**config.mk**
```make
export PLATFORM = sky130hd
export DESIGN_NAME = arbitro_ram
export DESIGN_NICKNAME = d
export VERILOG_FILES = /design/src/rtl/arbitro_ram.sv
export SDC_FILE = /design/constraint.sdc
export NUM_CORES = 1
export LEC_CHECK = 0
export BUFFER_PORTS_ARGS = -buffer_cell sky130_fd_sc_hd__buf_2
export CORE_ASPECT_RATIO = 0.9
export CORE_MARGIN = 2
export CORE_UTILIZATION = 40
export DETAILED_ROUTE_END_ITERATION = 6
export GPL_TIMING_DRIVEN = 0
export PLACE_DENSITY = 0.76
export SYNTH_ARGS = -nofsm -noshare
export SYNTH_HDL_FRONTEND = slang
export SYNTH_SLANG_ARGS = --single-unit
```
**constraint.sdc**
```tcl
create_clock -name clk -period 2.83 [get_ports clk]
set_input_delay 0 -clock clk [delete_from_list [all_inputs] [get_ports clk]]
set_output_delay 0 -clock clk [all_outputs]
set_load 0.03 [all_outputs]
```
**src/rtl/arbitro_ram.sv**
```systemverilog
// Round-robin arbiter/sequencer placing two word requesters onto a single-port RAM bank.
// Each access takes three cycles (IDLE, ACCESO, RESP) and completes with a one-cycle ack.
module arbitro_ram #(
    parameter int ANCHO_DATOS = 32,
    parameter int ANCHO_DIR   = 4
) (
    input  logic                   clk,
    input  logic                   reset,
    input  logic                   req0,
    input  logic                   req1,
    input  logic                   we0,
    input  logic                   we1,
    input  logic [ANCHO_DIR-1:0]   dir0,
    input  logic [ANCHO_DIR-1:0]   dir1,
    input  logic [ANCHO_DATOS-1:0] dato0,
    input  logic [ANCHO_DATOS-1:0] dato1,
    output logic                   ack0,
    output logic                   ack1,
    output logic [ANCHO_DATOS-1:0] lect0,
    output logic [ANCHO_DATOS-1:0] lect1,
    output logic                   ocupado,
    output logic                   ram_we,
    output logic [ANCHO_DIR-1:0]   ram_dir,
    output logic [ANCHO_DATOS-1:0] ram_dato,
    input  logic [ANCHO_DATOS-1:0] ram_lect
);

    typedef enum logic [1:0] {IDLE, ACCESO, RESP} estado_t;

    estado_t estado;
    logic    ultimo;
    logic    ganador;
    logic    cmd_we;
    logic    gana1;

    // Under contention the port that was not served last wins.
    always_comb begin
        gana1 = req1 & (~req0 | ~ultimo);
    end

    always_ff @(posedge clk) begin
        if (reset) begin
            estado   <= IDLE;
            ack0     <= 1'b0;
            ack1     <= 1'b0;
            ram_we   <= 1'b0;
            ocupado  <= 1'b0;
            ram_dir  <= '0;
            ram_dato <= '0;
            lect0    <= '0;
            lect1    <= '0;
            ultimo   <= 1'b1;
            ganador  <= 1'b0;
            cmd_we   <= 1'b0;
        end else begin
            ack0 <= 1'b0;
            ack1 <= 1'b0;
            case (estado)
                IDLE: begin
                    if (req0 || req1) begin
                        ganador  <= gana1;
                        cmd_we   <= gana1 ? we1 : we0;
                        ram_we   <= gana1 ? we1 : we0;
                        ram_dir  <= gana1 ? dir1 : dir0;
                        ram_dato <= gana1 ? dato1 : dato0;
                        ocupado  <= 1'b1;
                        estado   <= ACCESO;
                    end
                end
                ACCESO: begin
                    ram_we <= 1'b0;
                    estado <= RESP;
                end
                RESP: begin
                    if (ganador) begin
                        ack1 <= 1'b1;
                        if (!cmd_we) lect1 <= ram_lect;
                    end else begin
                        ack0 <= 1'b1;
                        if (!cmd_we) lect0 <= ram_lect;
                    end
                    ultimo  <= ganador;
                    ocupado <= 1'b0;
                    estado  <= IDLE;
                end
                default: begin
                    ram_we  <= 1'b0;
                    ocupado <= 1'b0;
                    estado  <= IDLE;
                end
            endcase
        end
    end

endmodule

```
==> metrics.cfg, run 1 <==
[timing]
min_period_ns=2.209
max_slew_margin_pct=60.61
hold_ws_ns=0.04970
clock-skew-final_ns=0.01103
hold_violations=0
fin_tns_setup_ns=0
drv_slew=0
setup_viol=0
worstMarginPinSlew_ns=0.5893
min_period_over_period_pct=78.05
setup_ws_ns=0.6213
grt_setup_unrepaired=no
fmax_mhz=452.8

[clock_tree]
cts_num_sinks=109
cts_tree=done
cts_setup_buffers=0
cts.clk_slew.worst_paths_ns=0.08
cts_buffer_depth=2
cts-resized-gates=0
clock_tree.root_cell=clkbuf_16
h-tree-depth=3
holdBufCountCts=104
clk_latency_ns=0.34
numCtsBuffers=9

[synth]
synth_top_area_share_pct=51.67
synth.avg_cell_area_um2=8.090
synth_top_cell_by_area=dfxtp_1
ys_seq_area_share_pct=51.67
syn_area_um2=4223
yosys_register_bits=109
yosysWarnings=0
synthDistinctLibCells=27
synthTopCellsByArea=dfxtp_1 (52%), nand2_1 (18%), a21oi_1 (12%), a311oi_1 (7.5%), buf_2 (2.8%)
syn_inst=522
synth_nets=632

[status]
outcome=complete, no violations

[global_route]
grt_max_degree=20
grt_first_pass_wirelength_um=24450
antenna_found_initial=1
global_route.usage.met3_pct=4.907
grt-ovfl-total=0
busiest_layer=met2
met2_usage_pct=49.54
grt_usage_pct=26.63
grt_pass1_vias=5137
grtUsageMet1_pct=29.87

[routing]
drc=0
vias=5074
wirelength_um=15550
firstDrtPassIters=5
vias_per_cell=5.157
drtIter0Drc=276
wl_per_cell_um=15.80
ant_nets=0

[floorplanning]
chipWidth_um=112.3
initial_core_util_pct=41.21
pin_count=214
die_area_um2=11400
core_um2=10250
std_cell_rows=35
die_y_um=101.5

[critical_path]
worst-setup-path-type=reg -> reg
crit_chain=buf_4, nor2_4, clkbuf_1, a21oi_1, a311oi_1, dlygate4sd3_1
path_max_fanout=10
cp.required_ns=3.11
critPathLaunch=estado[1]
rr_startpoint=estado[1]
cp-end-kind=flip-flop
cp-start-kind=flip-flop
arrival_ns=2.49
slowest_stage=dlygate4sd3_1
slowest_delay_ns=0.63

[finish]
final_cell_mix=buf_2 (236), nand2_1 (203), dfxtp_1 (109)
seqCellArea_um2=2182
final_core_util_pct=66.07
final_common_cell=buf_2
layout-drive-gt1-share_pct=31.15
multi_input_comb_area_um2=1793
final_nets=959
fillers=811
area_growth_pct=60.33

[placed_design]
preCtsSetupSlack_ns=1.258
hpwl_um=9959
portBuffers=212
gp_congestion=0.8384

[worst_hold_path]
hp-class=in -> reg
hp-start=we1

[pwr]
p_leak_nw=3.106
p_per_area_nw_per_um2=547.6
internal_power_mw=2.583
p_sw_mw=1.124
total_power_mw=3.707
p_clk_share_pct=32.6
share_seq_of_total_power_pct=45.1
ir_drop_v=0.0003165
p_comb_share_pct=22.3
p_sw_share_pct=30.33

[flow_run]
maxCapViolations=0

power by group through the flow:
| stage | clock network [mW] | logic, mW | registers, mW |
|---|---|---|---|
| 3_5_place_dp | 0 | 0.644 | 1.70 |
| 4_1_cts | 1.23 | 0.796 | 1.67 |
| 6_report | 1.21 | 0.826 | 1.67 |
| 3_3_place_gp | 0 | 0.635 | 1.70 |
| 2_1_floorplan | 0 | 0.249 | 1.86 |
| 5_1_grt | 1.29 | 0.882 | 1.68 |
critical path, delay by kind of cell, from the launching register on:
family / cells / cell delay, ns
buffers and inverters: 3 / 1.21
AO/OA/AOI/OAI: 2 / 0.48
flip-flops: 1 / 0.33
AND/OR/NAND/NOR: 1 / 0.12
synth_stat cells, drive strengths merged:
cell,number
a21bo,1
and3,1
nor3,1
nor2,5
dfxtp,109
a311oi,36
a211oi,1
nand2,203
nor3b,1
and4bb,1
nand2b,1
nor4b,1
mux2i,1
o211ai,1
or4b,1
or2,1
clkbuf,16
nand4bb,1
buf,31
a21boi,1
a21oi,103
o31ai,2
nor2b,2
a211o,1
worst paths after layout:
path	endpoint	slack [ns]	cells after the start
setup reg to reg	ram_dato[16]	0.62	6
setup / recovery	ram_dato[16]	0.62	6
hold reg to reg	lect0[19]	0.46	2
hold / removal	ram_we	0.05	3
kinds of logic (layout without fill, tap and decap cells):
family	Yosys count	count (layout)	share of synthesized area, %
buffers and inverters	47	379	5.867
muxes	1	1	0.2370
AOI/OAI and AO/OA	146	146	21.10
DFF	109	109	51.67
and+or+nand+nor	219	219	21.13
other	0	1	0
per-layer routing:
layer	wire [µm]	vias to the layer above
met3	1039	41
met4	479	0
met5	0	-
met2	7823	283
li1	-	2432
met1	6209	2318
metrics by stage:
stage          instance area, µm²  instances
3_3_place_gp                 5445        863
4_1_cts                      6768        983
6_report                     6770        984
3_5_place_dp                 5445        863
2_1_floorplan                4223        522
5_1_grt                      6770        984
registers in the layout (all words and copies together) (netlist names):
signal    count
ram_dir       4
estado        2
ack1          1
lect1        32
ram_we        1
ack0          1
ultimo        1
ganador       1
ram_dato     32
lect0        32
ocupado       1
cmd_we        1
area by class of cell:
| cell class | instances | share of cell area [%] |
|---|---|---|
| diodes | 1 | 0.03696 |
| plain buffers | 47 | 3.659 |
| clock buffers | 9 | 3.327 |
| clock inverters | 7 | 0.8316 |
| multi-input cells | 366 | 26.48 |
| flip-flops and latches | 109 | 32.23 |
| well taps | 129 | 2.384 |
| repair buffers | 316 | 31.05 |
No activity file was read; power rests on OpenSTA's default activity.
==> run 2, diff against run 1 <==
--- a/config.mk
+++ b/config.mk
@@ -5,13 +5,14 @@
 export SDC_FILE = /design/constraint.sdc
 export NUM_CORES = 1
 export LEC_CHECK = 0
+export ABC_AREA = 1
 export BUFFER_PORTS_ARGS = -buffer_cell sky130_fd_sc_hd__buf_2
 export CORE_ASPECT_RATIO = 0.9
 export CORE_MARGIN = 2
 export CORE_UTILIZATION = 40
 export DETAILED_ROUTE_END_ITERATION = 6
 export GPL_TIMING_DRIVEN = 0
-export PLACE_DENSITY = 0.76
+export PLACE_DENSITY = 0.78
 export SYNTH_ARGS = -nofsm -noshare
 export SYNTH_HDL_FRONTEND = slang
 export SYNTH_SLANG_ARGS = --single-unit
==> constraint.sdc (replaced) <==
create_clock -name clk -period 1.75 [get_ports clk]
set_input_delay 0 -clock clk [delete_from_list [all_inputs] [get_ports clk]]
set_output_delay 0 -clock clk [all_outputs]
set_load 0.03 [all_outputs]
==> run 2 against run 1 <==
Area after synthesis up 5.2%. Clock skew down 0.0024 ns. Fmax up 59%. Flip-flop and latch count unchanged. Setup slack worse by 0.26 ns. Critical path depth unchanged. Synthesized cell count up 22%. Count of clock-buffer cells in the layout unchanged. Clock power up 68%. Register-to-register slack worse by 0.26 ns. Hold slack worse by 0.044 ns. Cell count up 11%. Critical endpoint is now lect1[30].
==> metrics.cfg, run 2 <==
[clock_tree]
numCtsBuffers=9  ; unchanged
holdBufCountCts=93  ; -11%
clk_latency_ns=0.34  ; about the same
cts_setup_buffers=0  ; unchanged
cts-resized-gates=0  ; unchanged
h-tree-depth=3  ; unchanged
cts_buffer_depth=2  ; unchanged
cts_tree=done
cts.clk_slew.worst_paths_ns=0.08  ; about the same
cts_num_sinks=109  ; unchanged
clock_tree.root_cell=clkbuf_16

[critical_path]
reg2reg_setup_slack_ns=0.36  ; -0.26 ns
r2r_end=lect1[30]
cp.required_ns=1.99  ; -1.12 ns
slowest_stage=dfxtp_1
worst-setup-path-type=reg -> reg
cp_num_buf_inv=2  ; -1
rr_startpoint=estado[1]
slowest_delay_ns=0.34  ; -0.29 ns
crit_chain=inv_2, nor2_4, nand2_2, clkbuf_1, o21ai_0, nor2_1
path_delay_family=simple AND/OR/NAND/NOR gates
path_max_fanout=10  ; unchanged
cp-end-kind=flip-flop
cp-start-kind=flip-flop
arrival_ns=1.63  ; -0.86 ns
r2r_cells=6  ; unchanged

[synth]
synthTopCellsByArea=dfxtp_1 (49%), nor2_1 (15%), nand2_1 (9.7%), o21ai_0 (6.3%), a21oi_1 (4.1%)
yosys_register_bits=109  ; unchanged
synth.avg_cell_area_um2=6.999  ; -13%
synth_nets=745  ; +18%
ys_seq_area_share_pct=49.10  ; -2.6 points
syn_inst=635  ; +22%
yosysWarnings=0  ; unchanged
synthDistinctLibCells=17  ; -37%
synth_most_common_cell=nor2_1
synth_top_cell_by_area=dfxtp_1
synth-edff-count=0  ; unchanged
synth_top_area_share_pct=49.10  ; -2.6 points
syn_area_um2=4444  ; +5.2%
synthFlopType=dfxtp_1
async_flop_share_pct=0  ; unchanged
yosys-top-cells-count=nor2_1 (176), nand2_1 (115), dfxtp_1 (109), o21ai_0 (56), inv_1 (41)

[pwr]
ir_drop_v=0.0005001  ; +58%
p_leak_nw=3.442  ; +11%
total_power_mw=6.065  ; +64%
p_per_area_nw_per_um2=878.3  ; +60%

[finish]
area_growth_pct=55.38
final_nets=1061  ; +11%
top_regs=lect0 x32, lect1 x32, ram_dato x32
final_common_cell=buf_2
final_cell_area_um2=6905  ; +2.0%
final_core_util_pct=63.88  ; -2.2 points
final_cell_mix=buf_2 (232), nor2_1 (176), nand2_1 (115)
layout-drive-gt1-share_pct=27.93  ; -3.2 points
antenna_cells=0  ; -1
final_cells=1089  ; +11%

[routing]
drc=0  ; unchanged
vias=5261  ; +3.7%
wl_per_cell_um=13.89  ; -12%
firstDrtPassIters=5  ; unchanged
vias_per_cell=4.831  ; -6.3%
wirelength_um=15130  ; -2.7%
ant_nets=0  ; unchanged
drtIter0Drc=344  ; +25%

[worst_hold_path]
worstHoldEndpoint=ram_dato[1]
hp-class=in -> reg
hold_depth=5  ; +2
hp-start=dato0[1]

[placed_design]
preCtsSetupSlack_ns=0.3907  ; -0.8675 ns
dp_cells=980  ; +14%
gp_congestion=0.8299  ; -1.0%
hpwl_um=9774  ; -1.9%
placed_cell_area_um2=5672  ; +4.2%
portBuffers=212  ; unchanged

[global_route]
grt_max_degree=22  ; +10%
grt_first_pass_wirelength_um=24290  ; -0.65%
grt-ovfl-total=0  ; unchanged
grt_usage_pct=25.39  ; -1.2 points
grt_pass1_vias=5253  ; +2.3%
antenna_found_initial=0  ; -1

[timing]
worstMarginPinSlew_ns=0.4971  ; -0.09221 ns
fin_tns_setup_ns=0  ; unchanged
setup_viol=0  ; unchanged
max_slew_margin_pct=66.86  ; +6.3 points
min_period_over_period_pct=79.52  ; +1.5 points
hold_ws_ns=0.006151  ; -0.04355 ns
grt_setup_unrepaired=no
setup_ws_ns=0.3584  ; -0.2629 ns
fmax_mhz=718.6  ; +59%
drv_slew=0  ; unchanged
hold_violations=0  ; unchanged
clock-skew-final_ns=0.008585  ; -0.002447 ns
min_period_ns=1.392  ; -0.8171 ns

[floorplanning]
initial_core_util_pct=41.11  ; -0.098 points
die_y_um=104.0  ; +2.5%
chipWidth_um=115.1  ; +2.5%
die_area_um2=11970  ; +5.0%
core_um2=10810  ; +5.5%
pin_count=214  ; unchanged
std_cell_rows=36  ; +2.9%

[status]
outcome=complete, no violations

[flow_run]
maxCapViolations=0  ; unchanged

run 2: cell count changes in the layout (fill, tap and decap cells not counted), sizes merged, moves of 3 or more:
cell / before / now
o21ai: 0 / 69
nand3: 0 / 36
clkbuf: 25 / 22
dlygate4sd3: 104 / 93
inv: 3 / 50
a311oi: 36 / 0
nand2: 203 / 116
nor2: 5 / 179
a21oi: 103 / 36
run 2: cells by family (layout without fill, tap and decap cells):
| family | count (synthesis) | after routing | synth area share (%) |
|---|---|---|---|
| and+or+nand+nor | 333 | 333 | 29.53 |
| DFF | 109 | 109 | 49.10 |
| AOI/OAI and AO/OA | 105 | 105 | 11.82 |
| buffers and inverters | 88 | 409 | 9.544 |
run 2: worst min-delay path, delay by kind of cell:
kind | cells | cell delay [ns]
and+or+nand+nor | 3 | 0.17
buffers and inverters | 2 | 0.14
run 2: final cells by class:
class,count,area (µm²)
buffer,42,251.5
clock buffer,9,225.2
clock inverter,7,77.57
fill,942,3905
inverter,46,172.7
multi-input combinational,438,1838
sequential,109,2182
tap,133,166.4
timing repair buffer,305,1992
run 2: worst max-delay path by stage:
stage               startpoint      endpoint  slack [ns]  cells past startpoint
global route         estado[1]     lect1[27]        0.24                      6
detailed placement   estado[1]     lect1[30]        0.39                      6
CTS                  estado[1]     lect1[30]        0.38                      6
global placement     estado[1]     lect1[21]        0.39                      6
finish               estado[1]     lect1[30]        0.36                      6
floorplan            estado[1]  ram_dato[10]        0.65                      8
run 2: power breakdown:
part | leakage [nW] | internal (mW) | switching, mW | total (mW)
logic | 2.41 | 0.525 | 0.819 | 1.34
registers | 0.890 | 2.62 | 0.0716 | 2.69
clock network | 0.144 | 1.02 | 1.01 | 2.03
total | 3.44 | 4.16 | 1.90 | 6.07
run 2: per-layer routing:
| layer | GRT usage (%) | routed length, µm | share of wire [%] |
|---|---|---|---|
| met1 | 29.09 | 6097 | 40 |
| met2 | 43.03 | 7382 | 49 |
| met3 | 6.002 | 949 | 6.3 |
| met4 | 14.11 | 698 | 4.6 |
| met5 | 0 | 0 | 0 |
